### config.mk
export PLATFORM = sky130hd
export DESIGN_NAME = pc_predict_unit
export DESIGN_NICKNAME = d
export VERILOG_FILES = /design/src/rtl/pc_predict_unit_pkg.sv /design/src/rtl/pc_predict_unit_bht_table.sv /design/src/rtl/pc_predict_unit.sv
export SDC_FILE = /design/constraint.sdc
export NUM_CORES = 1
export LEC_CHECK = 0
export ABC_AREA = 1
export CORE_MARGIN = 4
export CORE_UTILIZATION = 35
export DETAILED_ROUTE_END_ITERATION = 16
export HOLD_SLACK_MARGIN = 0.1
export PLACE_DENSITY = 0.53
export SETUP_SLACK_MARGIN = 0.2
export SYNTH_ARGS = -nofsm -noshare
export SYNTH_HDL_FRONTEND = slang
export SYNTH_HIERARCHICAL = 1
export SYNTH_SLANG_ARGS = --single-unit
### constraint.sdc
create_clock -name clk -period 6.45 [get_ports clk]
set_clock_uncertainty 0.1 [all_clocks]
set_input_delay 0.9675 -clock clk [delete_from_list [all_inputs] [get_ports clk]]
set_output_delay 0.9675 -clock clk [all_outputs]
set_load 0.01 [all_outputs]
### src/rtl/pc_predict_unit_pkg.sv
// Shared opcodes, constants and prediction-mode encodings for the fetch PC predictor.
package pc_predict_unit_pkg;

  localparam logic [5:0]  EXE_BEQ   = 6'b000100;
  localparam logic [5:0]  EXE_BNE   = 6'b000101;
  localparam logic        ZERO      = 1'b0;
  localparam logic        ONE       = 1'b1;
  localparam logic [31:0] ZERO_WORD = 32'h0000_0000;

  localparam int unsigned MODE_NT   = 0;
  localparam int unsigned MODE_DYN  = 1;
  localparam int unsigned MODE_BTFN = 2;

  function automatic logic is_branch(input logic [5:0] op);
    return (op == EXE_BEQ) || (op == EXE_BNE);
  endfunction

endpackage

### src/rtl/pc_predict_unit_bht_table.sv
// Pattern history table: 2-bit saturating counters, async reset, combinational
// read of the taken bit and one saturating update port.
module pc_predict_unit_bht_table #(
  parameter int unsigned IDX_W    = 6,
  parameter logic [1:0]  CNT_INIT = 2'b10
) (
  input  logic             clk,
  input  logic             rst,
  input  logic [IDX_W-1:0] rd_idx,
  output logic             rd_taken_c,
  input  logic             wr_en,
  input  logic [IDX_W-1:0] wr_idx,
  input  logic             wr_taken
);

  localparam int unsigned DEPTH = 1 << IDX_W;

  logic [1:0] r_pht [DEPTH];

  // Read sees the pre-update value on a same-index collision.
  assign rd_taken_c = r_pht[rd_idx][1];

  always_ff @(posedge clk or posedge rst) begin
    if (rst) begin
      for (int unsigned i = 0; i < DEPTH; i++) begin
        r_pht[i] <= CNT_INIT;
      end
    end else if (wr_en) begin
      if (wr_taken && (r_pht[wr_idx] != 2'b11)) begin
        r_pht[wr_idx] <= r_pht[wr_idx] + 2'd1;
      end else if (!wr_taken && (r_pht[wr_idx] != 2'b00)) begin
        r_pht[wr_idx] <= r_pht[wr_idx] - 2'd1;
      end
    end
  end

endmodule

### src/rtl/pc_predict_unit.sv
// Fetch-stage PC generator with BEQ/BNE prediction (not-taken, PHT or BTFN),
// ID redirect handling and saturating prediction/misprediction counters.
module pc_predict_unit
  import pc_predict_unit_pkg::*;
#(
  parameter int unsigned ADDR_W   = 32,
  parameter int unsigned IDX_W    = 6,
  parameter logic [1:0]  CNT_INIT = 2'b10,
  parameter int unsigned MODE     = 1,
  parameter int unsigned CNT_W    = 32
) (
  input  logic              clk,
  input  logic              rst,
  input  logic [5:0]        stall,
  input  logic [31:0]       fetch_inst,
  input  logic              resolve_valid,
  input  logic [ADDR_W-1:0] resolve_pc,
  input  logic              resolve_taken,
  input  logic              redirect,
  input  logic [ADDR_W-1:0] redirect_target,
  output logic [ADDR_W-1:0] pc,
  output logic              ce,
  output logic              pred_taken,
  output logic [CNT_W-1:0]  pred_count,
  output logic [CNT_W-1:0]  mispred_count
);

  logic [ADDR_W-1:0] r_pc;
  logic              r_ce;
  logic              r_pred_taken;
  logic [CNT_W-1:0]  r_pred_count;
  logic [CNT_W-1:0]  r_mispred_count;

  logic [15:0]       w_imm;
  logic              w_is_br;
  logic [ADDR_W-1:0] w_target;
  logic              w_pht_taken;
  logic              w_pred;
  logic [ADDR_W-1:0] w_next_pc;
  logic              w_next_pred;
  logic              w_advance;
  logic              w_unused;

  assign w_imm     = fetch_inst[15:0];
  assign w_is_br   = is_branch(fetch_inst[31:26]);
  assign w_target  = r_pc + ADDR_W'(4) + ADDR_W'($signed({w_imm, 2'b00}));
  assign w_advance = r_ce && !stall[0];
  assign w_unused  = &{1'b0, stall[5:1], fetch_inst[25:16], resolve_pc[1:0],
                       resolve_pc[ADDR_W-1:IDX_W+2]};

  pc_predict_unit_bht_table #(
    .IDX_W   (IDX_W),
    .CNT_INIT(CNT_INIT)
  ) u_bht (
    .clk       (clk),
    .rst       (rst),
    .rd_idx    (r_pc[IDX_W+1:2]),
    .rd_taken_c(w_pht_taken),
    .wr_en     (resolve_valid && r_ce),
    .wr_idx    (resolve_pc[IDX_W+1:2]),
    .wr_taken  (resolve_taken)
  );

  // Direction prediction for the instruction at the current fetch address.
  always_comb begin
    w_pred = ZERO;
    if (w_is_br) begin
      case (MODE)
        MODE_DYN:  w_pred = w_pht_taken;
        MODE_BTFN: w_pred = w_imm[15];
        default:   w_pred = ZERO;
      endcase
    end
  end

  // Redirect beats prediction, prediction beats sequential fetch.
  always_comb begin
    w_next_pc   = r_pc + ADDR_W'(4);
    w_next_pred = ZERO;
    if (redirect) begin
      w_next_pc = redirect_target;
    end else if (w_pred) begin
      w_next_pc   = w_target;
      w_next_pred = ONE;
    end
  end

  always_ff @(posedge clk or posedge rst) begin
    if (rst) begin
      r_pc            <= ADDR_W'(ZERO_WORD);
      r_ce            <= ZERO;
      r_pred_taken    <= ZERO;
      r_pred_count    <= '0;
      r_mispred_count <= '0;
    end else begin
      r_ce <= ONE;
      if (w_advance) begin
        r_pc         <= w_next_pc;
        r_pred_taken <= w_next_pred;
        if (redirect && (r_mispred_count != '1)) begin
          r_mispred_count <= r_mispred_count + CNT_W'(1);
        end
        if (!redirect && w_is_br && (r_pred_count != '1)) begin
          r_pred_count <= r_pred_count + CNT_W'(1);
        end
      end
    end
  end

  assign pc            = r_pc;
  assign ce            = r_ce;
  assign pred_taken    = r_pred_taken;
  assign pred_count    = r_pred_count;
  assign mispred_count = r_mispred_count;

endmodule

# Word-level counts from Yosys, hierarchy flattened
# Cells that the tools add are included.
[word_totals]
ff_bits = 226
in_bits = 107
out_inout_bits = 98
word_cells = 119
[op_classes]
n_addsub = 6
order_cmp = 3
eq_ne = 5
n_mux = 17
n_bitwise = 2
n_reduce_logical = 17
[ops]
columns = ["operator", "n"]
rows = [
  ["128-bit bitwise mux", 2],
  ["128-bit 2-to-1 mux", 2],
  ["32-bit by 1-bit adder with 32-bit output, second input constant", 2],
  ["32-bit 2-to-1 mux", 2],
  ["32-bit inequality test, second input constant", 2],
  ["32-bit by 3-bit adder with 32-bit output, second input constant", 1],
  ["32-bit adder", 1],
  ["2-bit binary-select mux with 6-bit select", 2],
  ["7-bit greater-or-equal comparator, second input constant", 2],
  ["6-bit inverter with 7-bit output", 2],
  ["2-bit demux with 6-bit select", 1],
  ["6-bit by 3-bit equality test with 1-bit output, second input constant", 2],
  ["2-bit 2-to-1 mux", 5],
  ["1-bit logical AND", 8],
  ["7-bit by 1-bit < comparator with 1-bit output, second input constant", 1],
  ["2-bit AND reduction", 3],
  ["2-bit nonzero test", 2],
  ["1-bit zero test", 3],
  ["1-bit 2-to-1 mux", 3],
  ["2-bit by 1-bit adder with 2-bit output, second input constant", 1],
  ["2-bit inequality test, second input constant", 1],
  ["2-bit by 1-bit subtractor with 2-bit output, second input constant", 1],
  ["1-bit logical OR", 1],
]

# Depth between registers and ports, before layout
# Gate-level depths: netlist of the first run.
[logic_depth]
depth_word = 8
depth_mapped = 25
ltp_nobuf = 23

# Hierarchy
# The synthesis of the first run kept the hierarchy.
[modules_own_cells]
columns = ["module", "instances", "cells_each", "area_per_inst_um2"]
rows = [
  ["pc_predict_unit", 1, 1398, 8720.9],
  ["pc_predict_unit_bht_table", 1, 1182, 7752.4],
]

# Worst setup path after synthesis of the first run
# OpenSTA, ideal clock, no wires.
[synth_timing]
path_kind = "input-to-reg"
start = "in resolve_pc[2]"
end = "reg u_bht/r_pht[15] in the netlist's numbering"
arrival_ns = 3.294
required_ns = 6.257
slack_ns = 2.963
cell_stages = 19
path_cell_list = "buf_2 inv_2 buf_2 clkbuf_1 nand2_1 nand2_1 nand2_1 nand2_1 nand2_1 nand2_1 nand2_1 nand2_1 inv_1 nand2_1 nor2_1 ha_1 xnor2_1 clkbuf_1 o21ai_0"
[synth_via]
elab_chain_cells = 8
[synth_rtl]
columns = ["element", "line_no", "source"]
rows = [
  ["start: declaration", "pc_predict_unit.sv:17", "input logic [ADDR_W-1:0] resolve_pc,"],
  ["6-bit inverter with 7-bit output (not written as such) (*)", "--", ""],
  ["2-bit binary-select mux with 6-bit select (tied with other cells)", "--", ""],
  ["2-bit 2-to-1 mux (not written as such) / 1-bit logical AND (equally long branches)", "--", ""],
  ["2-bit 2-to-1 mux (on tied branches)", "--", ""],
  ["2-bit by 1-bit subtractor with 2-bit output (tied with other cells)", "pc_predict_unit_bht_table.sv:32", "r_pht[wr_idx] <= r_pht[wr_idx] - 2'd1;"],
  ["128-bit bitwise mux (tied with other cells)", "pc_predict_unit_bht_table.sv:32", ""],
  ["128-bit 2-to-1 mux / 2-bit nonzero test (equally long branches)", "--", ""],
  ["128-bit 2-to-1 mux / 2-bit AND reduction (equally long branches)", "--", ""],
  ["end signal: indexed assignment", "pc_predict_unit_bht_table.sv:30", "r_pht[wr_idx] <= r_pht[wr_idx] + 2'd1;"],
  ["end signal: indexed assignment", "pc_predict_unit_bht_table.sv:32", ""],
  ["end: declaration", "pc_predict_unit_bht_table.sv:18", "logic [1:0] r_pht [DEPTH];"],
]
# Mark *: on every way between the ends. The rest lies on a longest branch, timed or not. The select of a mux whose other input is x is not followed.
# A chain may end at the register's enable or synchronous reset.

==> results of run 1 <==
cells in the final DEF (no fill, tap or decap), types with 9 or more instances in the layout:
cell,n
a21oi_1,45
buf_4,27
clkbuf_16,29
clkdlybuf4s50_1,161
dfrtp_1,162
dfstp_2,64
ha_1,41
inv_1,340
nand2_1,1064
nand3_1,225
nand4_1,29
nor2_1,188
nor2_2,11
nor3_1,36
nor3_2,9
nor4_1,11
o211ai_1,10
o21ai_0,63
o21ai_1,58
xnor2_1,20
xor2_1,58
kinds of logic after synthesis:
family,count (synthesis),synth area share
flip-flops,226,0.3482
XOR/XNOR,79,0.04200
AO/OA/AOI/OAI,193,0.06335
AND/OR/NAND/NOR,1613,0.4076
buffers and inverters,426,0.1063
adder cells (fa/ha/maj),42,0.03236
other,1,0.0002276
worst min-delay path: stages, from the launching register on:
cell and delay (ps):
dfrtp_1 340, nand2_1 50, nand2_1 50
path summary, 6_finish.rpt:
kind,to,cells past startpoint
hold reg to reg,flip-flop,2
setup reg to reg,pc[18]$_DFFE_PP0P_,15
min in group asynchronous,ce$_DFF_PP0_,2
hold / removal,flip-flop,2
max in group asynchronous,asynchronous set/reset pin,3
setup / recovery,flip-flop,19
report_power, final:
part | total (W) | switching [W] | internal, W | leakage (nW)
Combinational | 0.00131 | 0.000849 | 0.000458 | 6.42
Clock | 0.00168 | 0.000688 | 0.000991 | 0.469
Sequential | 0.00169 | 0.000133 | 0.00156 | 2.80
Total | 0.00468 | 0.00167 | 0.00301 | 9.70
metal layers:
metal / share of wire / up-vias / GRT usage
met3: 0.074 / 109 / 0.03817
met1: 0.47 / 7834 / 0.3422
met5: 0 / - / 0
met4: 0.030 / 0 / 0.06561
li1: - / 8322 / -
met2: 0.43 / 543 / 0.3479
stage by stage:
step | instances | worst slack, ps
detailed placement | 3304 | 1430
global route | 3358 | 1652
global placement | 3304 | 1420
CTS | 3358 | 2037
floorplan | 2580 | 2076
finish | 3358 | 1981
layout make-up:
| cell class | count | area (um^2) | area share |
|---|---|---|---|
| Clock inverter | 12 | 137.6 | 0.007006 |
| Multi-Input combinational cell | 1928 | 9012 | 0.4588 |
| Timing Repair Buffer | 189 | 1819 | 0.09261 |
| Sequential cell | 226 | 5736 | 0.2920 |
| Tap cell | 607 | 759.5 | 0.03866 |
| Inverter | 354 | 1336 | 0.06802 |
| Clock buffer | 42 | 844.6 | 0.04299 |
==> flow_summary.yaml, run 1 <==
synth:
  avgSynthCellArea_um2: 6.385
  synth-edff-count: 0
  synth_top_cell_area_share: 0.2461
  ys_types: 49
  synth_area_leaders: "dfrtp_1, nand2_1, dfstp_2"
  synth_area_leader_cell: "dfrtp_1"
  synthTopCellsByCount: "nand2_1, inv_1, nand3_1"
  ys_seq_area_frac: 0.3482
  synth.most_common_cell: "nand2_1"
  async_reset_ff_frac: 1.000
  ys_seq_elements: 226
  ys.warnings.count: 6
  syn_area_um2: 16470
  netlist_instances: 2580
  synth_top_flop_cell: "dfrtp_1"
  synth_nets: 2729
sta:
  slew_viol_final: 0
  max_slew_margin: 0.1990
  finalCritPeriodShare: 0.6929
  period_needed_ps: 4469
  fin_hold_ws_ps: 376.0
  fmax_ghz: 0.2237
  rsz0062_at_grt: "no"
  finalHoldViolCount: 0
  worstMarginPinSlew_ps: 1200
  setup_tns_ps: 0
  setup_viol: 0
setup_path:
  r2r_slack_ps: 2190
  crit_required_ps: 6870
  crit_start: "resolve_pc[3]"
  critPathTopFamily: "simple AND/OR/NAND/NOR gates"
  worstSetupEndpointType: "flip-flop"
  cp_max_fo: 8
  worst_setup_path_start_kind: "input pin"
  slowest_delay_ps: 710
  worstPathCellList: "clkdlybuf4s50_1 -> buf_4 -> nand2_2 -> inv_1 -> nand3_1 -> nand2_1 -> o21ai_1 -> nand2_1 -> nor2_4 -> nand2_1 -> inv_1 -> ha_1 -> o21ai_0 -> nand2_1 -> nor4_2 -> nand2_1 -> inv_1 -> nand3_1 -> nand2_1"
  r2r-start: "pc[2]$_DFFE_PP0P_"
  crit_buf_inv: 5
  cp.arrival_ps: 4890
  slowest_stage: "clkdlybuf4s50_1"
  cpMostUsedCell: "nand2_1"
  worst-setup-path-type: "input pin to flip-flop"
placement:
  dpl.hpwl_um: 42680
  postPlaceCellArea_um2: 18660
  gp_congestion: 0.9783
  port_buffers: 162
global_route:
  grt_pass1_wl_um: 92740
  grt_max_degree: 82
  track_usage: 0.2308
  overflow: 0
  antenna_found_initial: 0
  grt_pass1_vias: 16058
cts:
  h-tree-depth: 1
  clkTransAtPathRegs_ps: 60
  cts_buffers: 29
  clk_latency_ps: 590
  cts.sinks: 226
  cts_setup_buffers: 0
  root_buffer: "clkbuf_16"
  cts_buffer_depth: 3
  cts_resized: 0
  tritoncts: "yes"
  holdBufCountCts: 0
die:
  placementRows: 79
  die_area_um2: 50600
  core-area_um2: 46560
  die_w_um: 225.0
  io_pins: 205
  die_h_um: 225.0
  initial_core_util: 0.3538
status:
  run_status: "completed"
pwr:
  p_leak_nw: 9.695
  p_per_area_nw_per_um2: 238.2
  p_total_w: 0.004679
  ir_worst_vdd_mv: 0.2303
routing:
  dr.pass1.iters: 6
  drc: 0
  dr.first_iter.drc_count: 1532
  vias_per_cell: 5.005
  wl_per_cell_um: 17.85
  vias: 16808
  ant_nets: 0
  wl_um: 59920
layout:
  diodes: 0
  area_growth_syn_to_layout_pct: 19.25
  final_area_um2: 19650
  fin_util: 0.4220
  drive_gt1_frac: 0.07052
  nFillCells: 4885
  nets: 2877
run:
  cap_viol_max_count: 0
worst_hold_path:
  holdCritPathClass: "flip-flop to flip-flop"
Power figures use the tool's default switching activity.
==> run 2: changes to the inputs <==
Settings changed: PLACE_DENSITY 0.53 to 0.55.
Clock period 6.45 ns to 3.58 ns, I/O delays scaled along.
==> flow_summary.yaml, run 2 (synthesis results as in run 1) <==
pwr:
  combPwrFrac: 0.303
  pwr-share-seq: 0.353
  ir_worst_vdd_mv: 0.4036
  clkPwrFrac: 0.343
  p_per_area_nw_per_um2: 415.1
  switchingPower_w: 0.003058
  p_leak_nw: 10.23
  intPower_w: 0.005552
  swShare: 0.3551
sta:
  slew_viol_final: 0
  setup_viol: 0
  finalHoldViolCount: 0
  fmax_ghz: 0.3037
  finalCritPeriodShare: 0.9198
  rsz0062_at_grt: "yes"
  period_needed_ps: 3293
  max_slew_margin: 0.4333
  setup_tns_ps: 0
  worstMarginPinSlew_ps: 850.0
global_route:
  track_usage: 0.2299
  antenna_found_initial: 0
  grt_pass1_vias: 16408
  overflow: 0
  grt_max_degree: 71
  grt_pass1_wl_um: 92890
routing:
  vias: 17194
  wl_per_cell_um: 17.39
  drc: 0
  vias_per_cell: 4.981
  dr.first_iter.drc_count: 1395
  dr.pass1.iters: 5
  wl_um: 60040
  ant_nets: 0
layout:
  multi_input_area_um2: 9263
  fin_util: 0.4455
  seq_area_um2: 5739
  drive_gt1_frac: 0.1227
  mostFrequentLayoutCells: "nand2_1, inv_1, nand3_1, nor2_1, clkdlybuf4s50_1"
  area_growth_syn_to_layout_pct: 25.90
  mostFrequentLayoutCell: "nand2_1"
  nFillCells: 4836
  diodes: 0
  nets: 2971
die:
  die_area_um2: 50600
  initial_core_util: 0.3538
  placementRows: 79
  die_w_um: 225.0
  die_h_um: 225.0
  io_pins: 205
  core-area_um2: 46560
status:
  run_status: "completed"
setup_path:
  worstSetupEndpointType: "flip-flop"
  worst_setup_path_start_kind: "flip-flop"
  reg2reg_to: "pc[7]$_DFFE_PP0P_"
  worst-setup-path-type: "flip-flop to flip-flop"
  cp.arrival_ps: 3650
  crit_required_ps: 3940
  crit_start: "pc[3]$_DFFE_PP0P_"
  reg2regPathDepth: 17
  crit_end: "pc[7]$_DFFE_PP0P_"
  cp_max_fo: 16
  r2r-start: "pc[3]$_DFFE_PP0P_"
  r2r_slack_ps: 290
placement:
  port_buffers: 162
  gp_congestion: 0.9400
  dpl.hpwl_um: 43960
cts:
  cts.sinks: 226
  tritoncts: "yes"
  cts_buffer_depth: 3
  clkTransAtPathRegs_ps: 70
  root_buffer: "clkbuf_16"
  cts_buffers: 29
  h-tree-depth: 1
  holdBufCountCts: 0
  clk_latency_ps: 570
worst_hold_path:
  holdCritPathClass: "flip-flop to flip-flop"
run:
  cap_viol_max_count: 0
run 2: changes by cell type in the layout (fill, tap and decap cells not counted), moves of 7 or more:
cell / previous run / this run
nor2_1: 188 / 174
buf_4: 27 / 107
nor2_2: 11 / 24
buf_12: 0 / 13
nand2_1: 1064 / 1049
nand2_2: 5 / 20
ha_1: 41 / 34
run 2: worst max-delay path, cell delays in order, from the launching register on:
cell,delay [ps]
dfrtp_2,480
buf_4,160
inv_1,80
buf_12,180
nand3_1,120
nand3_1,110
nand2_1,140
nand2_1,90
nand3_1,80
nand2_1,60
o21ai_0,80
buf_4,170
nand4_1,170
clkinvlp_4,220
buf_4,240
buf_4,150
or2_2,290
a31o_2,240
run 2: final cells by class:
cell class / count / share of cell area
sequential: 226 / 0.2767
tap: 607 / 0.03662
clock inverter: 9 / 0.003921
multi-input combinational: 1928 / 0.4466
inverter: 354 / 0.06467
timing repair buffer: 283 / 0.1297
clock buffer: 45 / 0.04175
run 2: through the flow:
stage | hold slack [ps] | instance area [um^2] | instances | power (W) | worst slack (ps)
3_5_place_dp | 361.7 | 19460 | 3389 | 0.005560 | -451.0
6_report | 371.1 | 20740 | 3452 | 0.008610 | 287.2
3_3_place_gp | 355.0 | 19460 | 3389 | 0.005541 | -455.2
2_1_floorplan | 342.1 | 16480 | 2580 | 0.004475 | 380.9
5_1_grt | 390.2 | 20740 | 3452 | 0.009106 | 170.1
4_1_cts | 374.1 | 20460 | 3445 | 0.008597 | 172.1
run 2: routing by layer:
layer  routed length (um)  GRT usage
met4                 1367    0.05395
met2                26360     0.3584
met1                28400     0.3402
met5                    0          0
met3                 3914    0.03035
run 2: what timing repair did:
action                     4_1_cts  5_1_grt
pin swaps                        3        9
cloned                           0        0
gates resized for setup         11       61
setup endpoints to repair       21       89
buffers inserted                 2        7
run 2: worst min-delay path by stage:
stage | from | cells past startpoint | end
2_1_floorplan | flip-flop | 2 | flip-flop
3_3_place_gp | flip-flop | 2 | flip-flop
3_5_place_dp | pc[0]$_DFFE_PP0P_ | 2 | pc[0]$_DFFE_PP0P_
4_1_cts | pc[0]$_DFFE_PP0P_ | 2 | pc[0]$_DFFE_PP0P_
5_1_grt | u_bht/r_pht[79]$_DFFE_PP1P_ | 2 | u_bht/r_pht[79]$_DFFE_PP1P_
6_report | pc[0]$_DFFE_PP0P_ | 2 | pc[0]$_DFFE_PP0P_
run 2: power by group through the flow:
stage | clock network (W) | registers (W) | logic (W)
floorplan | 0 | 0.00307 | 0.00141
global placement | 0 | 0.00307 | 0.00247
detailed placement | 0 | 0.00308 | 0.00249
CTS | 0.00304 | 0.00304 | 0.00252
global route | 0.00315 | 0.00307 | 0.00289
finish | 0.00295 | 0.00304 | 0.00261
==> run 3: changes to the inputs <==
Settings changed: ABC_AREA 1 to default, PLACE_DENSITY 0.55 to 0.56.
==> flow_summary.yaml, run 3 <==
setup_path:
  reg2regPathDepth: 13
  crit_required_ps: 3960
  worst_setup_path_start_kind: "flip-flop"
  slowest_delay_ps: 500
  r2r-start: "u_bht/r_pht[17]$_DFFE_PP1P_"
  cp.arrival_ps: 3870
  worst-setup-path-type: "flip-flop to flip-flop"
  r2r_slack_ps: 90
  cpMostUsedCell: "mux4_2"
  crit_cells: 13
  crit_buf_inv: 2
  crit_end: "u_bht/r_pht[15]$_DFFE_PP1P_"
  critPathTopFamily: "multiplexers"
  worstSetupEndpointType: "flip-flop"
  reg2reg_to: "u_bht/r_pht[15]$_DFFE_PP1P_"
  slowest_stage: "mux4_2"
  cp_max_fo: 6
  crit_start: "u_bht/r_pht[17]$_DFFE_PP1P_"
  worstPathCellList: "mux4_2 -> mux4_2 -> nand3b_1 -> o211ai_1 -> a311o_1 -> ha_4 -> nor2b_4 -> o21ai_4 -> buf_6 -> buf_4 -> nor2_4 -> nand2_2 -> mux2_4"
routing:
  dr.first_iter.drc_count: 843
  vias_per_cell: 5.482
  dr.pass1.iters: 5
  ant_nets: 0
  drc: 0
  wl_um: 46860
  vias: 12477
  wl_per_cell_um: 20.59
sta:
  finalHoldViolCount: 0
  fin_hold_ws_ps: 373.6
  period_needed_ps: 3489
  setup_viol: 0
  worstMarginPinSlew_ps: 1166
  finalCritPeriodShare: 0.9746
  max_slew_margin: 0.2197
  slew_viol_final: 0
  fmax_ghz: 0.2866
  setup_tns_ps: 0
  rsz0062_at_grt: "yes"
synth:
  synth_adder_area_share: 0.03787
  synthTopCellsByCount: "dfrtp_1, nand2_1, mux2_2"
  synth_area_leader_cell: "dfrtp_1"
  synthSimpleGateAreaFrac: 0.1709
  synth-xor-area-share: 0.06844
  ys.warnings.count: 6
  synth_top_cell_area_share: 0.2880
  synth_top_flop_cell: "dfrtp_1"
  synth.most_common_cell: "dfrtp_1"
  synth_area_leaders: "dfrtp_1, dfstp_2, mux2_2"
  synth-edff-count: 0
  ys_types: 88
  synth_nets: 1535
  synth_compound_area_frac: 0.1340
  syn_area_um2: 14080
  synth_top_family_by_area: "simple AND/OR/NAND/NOR gates"
  ys_seq_area_frac: 0.4075
  netlist_instances: 1386
  async_reset_ff_frac: 1.000
  avgSynthCellArea_um2: 10.16
  synthMuxAreaShare: 0.1503
  ys_seq_elements: 226
layout:
  area_growth_syn_to_layout_pct: 45.56
  final_area_um2: 20490
  mostFrequentLayoutCells: "buf_4, clkdlybuf4s50_1, dfrtp_1, nand2_1, nor2_1"
  drive_gt1_frac: 0.3969
  nets: 1878
  instances_no_fill: 2276
  mostFrequentLayoutCell: "buf_4"
  diodes: 0
global_route:
  track_usage: 0.2021
  antenna_found_initial: 0
  overflow: 0
  grt_pass1_wl_um: 71600
  grt_pass1_vias: 12408
  grt_max_degree: 92
pwr:
  ir_worst_vdd_mv: 0.3655
  p_per_area_nw_per_um2: 430.0
  p_leak_nw: 8.888
cts:
  clkTransAtPathRegs_ps: 60
  h-tree-depth: 1
  tritoncts: "yes"
  holdBufCountCts: 0
  cts_buffer_depth: 3
  root_buffer: "clkbuf_16"
  cts.sinks: 226
  cts_buffers: 28
  clk_latency_ps: 560
run:
  cap_viol_max_count: 0
status:
  run_status: "completed"
die:
  core-area_um2: 39730
  die_h_um: 208.5
  initial_core_util: 0.3543
  die_w_um: 208.5
  io_pins: 205
  placementRows: 73
  die_area_um2: 43490
worst_hold_path:
  holdCritPathClass: "flip-flop to flip-flop"
placement:
  place_inst: 2183
  gp_congestion: 0.9048
  dpl.hpwl_um: 33380
  postPlaceCellArea_um2: 17690
  port_buffers: 162
-- run 3: logic make-up after synthesis --
group / after synthesis
other: 1
AO/OA/AOI/OAI: 278
buffers and inverters: 94
XOR/XNOR: 110
flip-flops: 226
AND/OR/NAND/NOR: 475
adder cells (fa/ha/maj): 42
multiplexers: 160
-- run 3: metal layers --
layer,up-vias,wire length (um),track usage
li1,5805,-,-
met1,6284,20900,0.2825
met2,333,22750,0.3367
met3,55,2344,0.02925
met4,0,865,0.04275
met5,-,0,0
-- run 3: repair_timing --
action / CTS / global route
resized for setup: 151 / 212
pin swaps: 45 / 77
gates cloned: 2 / 5
buffers inserted: 18 / 16
endpoints found under the setup margin: 143 / 145
-- run 3: through the flow --
step / power (W) / setup WS [ps] / utilization
after floorplan: 0.004433 / -54.91 / -
after global placement: 0.005422 / -793.3 / 0.4452
after detailed placement: 0.005455 / -845.7 / 0.4452
after CTS: 0.008656 / 108.2 / 0.4886
after global routing: 0.009221 / -30.48 / 0.5157
final: 0.008809 / 91.02 / 0.5157
-- run 3: cell type report --
type	instances	area, um^2
clock buffer	39	813.3
clock inverter	13	158.9
fill	3553	19240
inverter	20	81.33
multi-input combinational	1067	9385
sequential	226	5746
tap	525	656.9
timing repair buffer	386	3647
-- run 3: worst min-delay path by stage --
| stage | startpoint | endpoint | slack [ps] | depth (start not counted) |
|---|---|---|---|---|
| 5_1_grt | pred_count[11]$_DFFE_PP0P_ | pred_count[11]$_DFFE_PP0P_ | 410 | 1 |
| 4_1_cts | pred_taken$_DFFE_PP0P_ | pred_taken$_DFFE_PP0P_ | 380 | 2 |
| 3_5_place_dp | pred_taken$_DFFE_PP0P_ | pred_taken$_DFFE_PP0P_ | 370 | 2 |
| 3_3_place_gp | pred_taken$_DFFE_PP0P_ | pred_taken$_DFFE_PP0P_ | 360 | 2 |
| 2_1_floorplan | flip-flop | flip-flop | 350 | 2 |
| 6_report | pred_taken$_DFFE_PP0P_ | pred_taken$_DFFE_PP0P_ | 370 | 2 |
-- run 3: worst register-to-register path, stage by stage, from the launching register on --
cell and delay (ps):
dfstp_2 380, mux4_2 470, mux4_2 500, nand3b_1 100, o211ai_1 130, a311o_1 360, ha_4 190, nor2b_4 160
o21ai_4 110, buf_6 170, buf_4 140, nor2_4 160, nand2_2 110, mux2_4 330
-- run 3: power breakdown --
| part | switching (W) | internal, W | leakage (nW) |
|---|---|---|---|
| clock | 0.00118 | 0.00181 | 0.476 |
| combinational | 0.00138 | 0.00139 | 5.61 |
| sequential | 0.000226 | 0.00282 | 2.80 |
